[src/rtl/mac_result_drain.sv]
// Runs one accumulation window on a MAC lane column, snapshots the lane results and streams them out one lane per beat.
// First beat arrives ACC_LEN+2 cycles after start is sampled; a stalled beat holds while out_ready is low, for any length.
module mac_result_drain #(
  parameter int LANES   = 8,
  parameter int BW      = 8,
  parameter int ACC_LEN = 16
) (
  input  logic                     clk,
  input  logic                     rst_n,
  input  logic                     start,
  output logic                     op_en,
  output logic                     acc_first,
  input  logic [LANES*2*BW-1:0]    lane_res,
  output logic                     out_valid,
  input  logic                     out_ready,
  output logic [2*BW-1:0]          out_data,
  output logic [$clog2(LANES)-1:0] out_lane,
  output logic                     out_last,
  output logic                     busy,
  output logic                     done
);

  localparam int DW = 2 * BW;
  localparam int IW = $clog2(LANES);
  localparam int CW = (ACC_LEN > 1) ? $clog2(ACC_LEN) : 1;
  localparam logic [CW-1:0] CNT_LAST = CW'(ACC_LEN - 1);
  localparam logic [IW-1:0] IDX_LAST = IW'(LANES - 1);

  typedef enum logic [1:0] {IDLE, ACCUM, SETTLE, DRAIN} state_e;

  state_e                  state_q, state_d;
  logic [CW-1:0]           cnt_q, cnt_d;
  logic [IW-1:0]           idx_q, idx_d;
  logic [LANES-1:0][DW-1:0] shadow_q, shadow_d;
  logic                    done_q, done_d;

  always_ff @(posedge clk or negedge rst_n) begin
    if (!rst_n) begin
      state_q  <= IDLE;
      cnt_q    <= '0;
      idx_q    <= '0;
      shadow_q <= '0;
      done_q   <= 1'b0;
    end else begin
      state_q  <= state_d;
      cnt_q    <= cnt_d;
      idx_q    <= idx_d;
      shadow_q <= shadow_d;
      done_q   <= done_d;
    end
  end

  always_comb begin
    state_d   = state_q;
    cnt_d     = cnt_q;
    idx_d     = idx_q;
    shadow_d  = shadow_q;
    done_d    = 1'b0;
    op_en     = 1'b0;
    acc_first = 1'b0;
    out_valid = 1'b0;
    out_data  = '0;
    out_lane  = '0;
    out_last  = 1'b0;
    case (state_q)
      IDLE: begin
        if (start) begin
          state_d = ACCUM;
          cnt_d   = '0;
        end
      end
      ACCUM: begin
        op_en     = 1'b1;
        acc_first = (cnt_q == '0);
        cnt_d     = cnt_q + 1'b1;
        if (cnt_q == CNT_LAST) state_d = SETTLE;
      end
      SETTLE: begin
        // The last issued operands land in the lanes exactly now.
        shadow_d = lane_res;
        idx_d    = '0;
        state_d  = DRAIN;
      end
      DRAIN: begin
        out_valid = 1'b1;
        out_data  = shadow_q[idx_q];
        out_lane  = idx_q;
        out_last  = (idx_q == IDX_LAST);
        if (out_ready) begin
          if (idx_q == IDX_LAST) begin
            state_d = IDLE;
            idx_d   = '0;
            done_d  = 1'b1;
          end else begin
            idx_d = idx_q + 1'b1;
          end
        end
      end
      default: state_d = IDLE;
    endcase
  end

  assign busy = (state_q != IDLE);
  assign done = done_q;

endmodule

[config.mk]
export PLATFORM = sky130hd
export DESIGN_NAME = mac_result_drain
export DESIGN_NICKNAME = d
export VERILOG_FILES = /design/src/rtl/mac_result_drain.sv
export SDC_FILE = /design/constraint.sdc
export NUM_CORES = 1
export LEC_CHECK = 0
export ABC_AREA = 1
export BUFFER_PORTS_ARGS = -buffer_cell sky130_fd_sc_hd__buf_2
export CAP_MARGIN = 20
export CORE_MARGIN = 2
export CORE_UTILIZATION = 45
export CTS_CLUSTER_SIZE = 25
export DETAILED_ROUTE_END_ITERATION = 10
export GPL_TIMING_DRIVEN = 0
export PLACE_DENSITY = 0.68
export SLEW_MARGIN = 5
export SYNTH_ARGS = -nofsm -noshare
export SYNTH_HDL_FRONTEND = slang
export SYNTH_SLANG_ARGS = --single-unit
export TNS_END_PERCENT = 20
[constraint.sdc]
create_clock -name clk -period 3.3 [get_ports clk]
set_input_delay 0.66 -clock clk [delete_from_list [all_inputs] [get_ports clk]]
set_output_delay 0.66 -clock clk [all_outputs]
set_load 0.005 [all_outputs]
Yosys cells after proc, flatten, opt, wreduce, memory -nomap -nowiden. Index checks and enable logic that the tools add are counted.

$add $sub $neg: 2. Magnitude comparators: 1. Equality and inequality tests: 9. Mux-type cells: 21. Reduce and logical (&&, ||, !) cells: 8.

Operator list (count): 16-bit binary-select mux with 3-bit select (1); 16-bit 2-to-1 mux (2); 3-bit 2-to-1 mux (3); 2-bit 2-to-1 mux (4); 2-bit inequality test (second input constant) (4); 2-bit one-hot mux with 4 select lines (1); 4-bit one-hot mux with 2 select lines (1); 1-bit 2-to-1 mux (7); 3-bit one-hot mux with 2 select lines (1); 2-bit nonzero test (3); 4-bit by 1-bit adder with 4-bit output (second input constant) (1); 2-bit == test (second input constant) (2); 4-bit == test (second input constant) (1); 4-bit zero test (1); 3-bit by 4-bit < comparator with 1-bit output (second input constant) (1); 4-bit 2-to-1 mux (1); 2-bit AND reduction (2); 4-bit AND reduction (1); 3-bit by 1-bit adder with 3-bit output (second input constant) (1); 3-bit == test (second input constant) (1); 2-bit by 1-bit == test with 1-bit output (second input constant) (1); 2-bit zero test (1).

Flip-flop bits (word level): 138. Bits of input ports: 132. Output and inout port bits: 25. Logic and storage cells: 53.

Depth between registers and ports, before layout.
Word-level depth: 4. Mapped depth: 8. Depth with buffers taken out: 8.

Worst setup path after synthesis. Ideal clock, no wire load.

Path kind: register -> output. Start point: register state_q[0]. End point: output out_data[0]. Data arrival time: 1.298 ns. Data required time: 2.640 ns. Path slack: 1.342 ns. Stages on the path, launching flop included: 8. Buffers on the path: 2. Cell sequence: dfrtp_1 > ha_1 > buf_4 > nand2_1 > clkinv_1 > buf_2 > nand2_1 > nand2_1.

Cells in the longest elaborated chain, start to end: 2.

RTL lines: from (decl) (line 31) `state_e state_q, state_d;`; from (signal assigned) (line 45) `state_q <= state_d;`; 2-bit == test (line 65) `case (state_q)`; 16-bit 2-to-1 mux (line 65); to (decl) (line 16) `output logic [2*BW-1:0] out_data,`.

Every way passes these cells.

Worst setup path after layout.
Start point: register state_q[0]. End point: output out_data[3].

The elaborated chain is that of the path after synthesis.

==> summary.md <==
| Metric | Value |
|---|---|
| Final setup vio count | `0` |
| Reg2reg setup slack | `~1500 ps` |
| I/O pins | `~160` |
| Post-synth top flop | `dfrtp_1` |
| Worst vdd ir | `0.000504 V` |
| Sw Ratio | `0.394` |
| Status | `complete, no violations` |
| Clk buf depth | `2` |
| Top cells by area, synth | `dfrtp_1 (50%), nand2_1 (19%), o21ai_0 (9.6%)` |
| Chip Width | `127 um` |
| Post-Synthesis Cells | `920` |
| Path depth of the worst reg2reg path | `7` |
| Flop pwr share | `0.328` |
| Crit-path max FO | `10` |
| First-pass GRT wire length | `32000 um` |
| Placed cell area | `0.00791 mm^2` |
| Clock Power Share | `0.249` |
| CP Data Arrival Time | `2090 ps` |
| Dpl cells | `1265` |
| Worst slew pin tran | `around 720 ps` |
| Top post-synthesis cells by count | `nand2_1 (356), inv_1 (144), dfrtp_1 (138), o21ai_0 (132), nand3_1 (74)` |
| Synthesized Nets | `roughly 1100` |
| Design area | `between 0.008 and 0.009 mm^2` |
| Final setup margin | `550 ps` |
| Max-cap violations | `0` |
| Fin Clk Skew | `6.28 ps` |
| Yosys Warn Count | `0` |
| Ant diodes | `0` |
| Place WS | `1020 ps` |
| Die Y | `127 um` |
| Clk_lat worst skew | `430 ps` |
| Crit end category | `primary output` |
| Hold buffers post-CTS | `0` |
| Mapped cell area | `just under 0.007 mm^2` |
| Post-DRT Antenna Nets | `0` |
| Post-DP HPWL | `14500 um` |
| Wire per inst | `15.2 um` |
| Root Buffer | `clkbuf_16` |
| Setup crit start kind | `flip-flop` |
| Layout area overhead | `24.7%` |
| Die area | `0.0162 mm^2` |
| Clock tree from TritonCTS | `built` |
| Fin nets | `1237` |
| Clock-pin slew on the worst setup and hold paths | `60 ps` |
| Max Clk Rate | `364 MHz` |
| Number of synthesized flops with an enable pin | `0` |
| Sink Count | `138` |
| Initial Util | `0.456` |
| Proportion of layout cells with a drive suffix above 1 | `0.202` |
| Worst Hold Class | `input pin to async pin` |
| Fillcell total | `1445` |
| P_leak | `between 4 and 5 nW` |
| DRC Markers | `0` |
| Drt via density | `roughly 5` |
| RR Startpoint | `state_q[0]` |
| Post-synth top area cell | `dfrtp_1` |
| RSZ-0062 raised after global routing | `no` |
| Iteration-0 DRC count of the detailed router | `381` |
| CTS buffer count | `17` |
| RR Endpoint | `idx_q[1]` |
| Netlist cell types | `22` |
| Post-CTS Setup Repair Bufs | `0` |
| Total wire length | `19800 um` |
| Register bit count reported by yosys | `138` |
| H-tree Lvls | `4` |
| Via count | `6437` |
| GR Util All Layers | `0.256` |
| Gr ovfl total | `0` |
| Initial antenna violation count | `0` |
| Post_cts resized | `0` |
| Power per Cell Area | `976 mW/mm^2` |
| Top cell type's share of synthesized area | `0.504` |
| Sequential cell area | `0.00345 mm^2` |
| Max_slew headroom | `0.519` |
| Syn avg cell area | `7.45 um^2` |
| Minimum clock period | `~2700 ps` |
| Crit share post-route | `0.833` |
| Fin cells | `1297` |
| RePlAce Congestion | `~0.86` |
| Hold Fails Final Rpt | `0` |
| Max-slew violations | `0` |
| Footprint of the multi-input gates | `roughly 0.0026 mm^2` |
| Top-count cell post-synth | `nand2_1` |
| CP Class | `flip-flop to primary output` |
| Largest net degree at the start of global routing | `76` |
| Core Box Area | `0.0150 mm^2` |
| Async SR Flop Fraction | `1.00` |
| Logic pwr share | `0.423` |
| Vias in the first global route | `about 6300` |
| Sequential area share after synthesis | `0.504` |
| Port Buffer Count | `156` |
| Switching power | `roughly 3.3 mW` |
| Internal | `just over 5 mW` |
| Row Count | `45` |
| First-pass DRT Iterations | `5` |
| CP required | `2640 ps` |
-- kinds of logic after synthesis --
family | count (synthesis) | share of synthesized area
compound gates | 137 | 0.101
buf+inv | 198 | 0.123
simple gates | 438 | 0.255
fa+ha+maj | 9 | 0.0164
flops | 138 | 0.504
-- worst max path at each step --
| stage | startpoint | to | slack (ps) |
|---|---|---|---|
| after floorplan | state_q[0] | out_data[0] | 1340 |
| after global placement | rst_n | shadow_q[120] | -420 |
| after detailed placement | state_q[0] | out_data[13] | 1020 |
| after CTS | state_q[0] | out_data[13] | 550 |
| after global routing | state_q[0] | out_data[2] | 390 |
| final | state_q[0] | out_data[3] | 550 |
-- metrics by stage --
| step | power [mW] | hold slack (ps) | utilization | TNS [ps] |
|---|---|---|---|---|
| 6_report | 8.34 | 256 | 0.568 | 0 |
| 5_1_grt | 9.06 | 307 | 0.568 | 0 |
| 4_1_cts | 8.36 | 292 | 0.568 | 0 |
| 3_5_place_dp | 6.24 | 513 | 0.526 | 0 |
| 3_3_place_gp | 6.15 | 500 | 0.524 | -56020 |
| 2_1_floorplan | 5.14 | 364 | - | 0 |
-- power groups by stage --
| stage | registers, mW | clock network [mW] | logic (mW) |
|---|---|---|---|
| 2_1_floorplan | 2.70 | 0 | 2.43 |
| 3_3_place_gp | 2.74 | 0 | 3.41 |
| 3_5_place_dp | 2.76 | 0 | 3.48 |
| 4_1_cts | 2.73 | 2.09 | 3.53 |
| 5_1_grt | 2.82 | 2.17 | 4.07 |
| 6_report | 2.74 | 2.08 | 3.52 |
-- layout by cell type, fill, tap and decap left out, types with 2 or more instances in the layout --
cell type	instances
nand2_1	356
buf_2	165
inv_1	144
dfrtp_1	138
o21ai_0	132
nand3_1	74
buf_4	24
clkbuf_1	20
clkbuf_16	17
ha_1	9
clkbuf_8	5
bufinv_16	4
nor2_1	3
clkinv_2	3
nand4_1	2
-- worst max-delay path, cell delays in order (launching register included) --
cell and delay (ps):
dfrtp_1 410, ha_1 230, buf_4 170, nand2_1 60
clkinv_1 200, buf_2 270, nand2_1 100, nand2_1 90
buf_2 130
-- state kept, by name, summed over array words and instances (netlist names) --
name / cells
cnt_q: 4
done: 1
idx_q: 3
shadow_q: 128
state_q: 2
-- per-layer routing --
layer,vias up,track usage,wire length (um)
met5,-,0,0
met4,0,0.0989,485
met3,36,0.0465,1290
met2,219,0.411,9030
met1,3021,0.348,8960
li1,3161,-,-
-- layout make-up --
type                    count  share of cell area
flip-flops and latches    138               0.404
plain buffers              52              0.0348
inverters                 146              0.0641
well taps                 188              0.0275
repair buffers            157              0.0953
clock buffers              25              0.0592
multi-input cells         584               0.299
clock inverters             7              0.0158
Power figures use the tool's default switching activity.
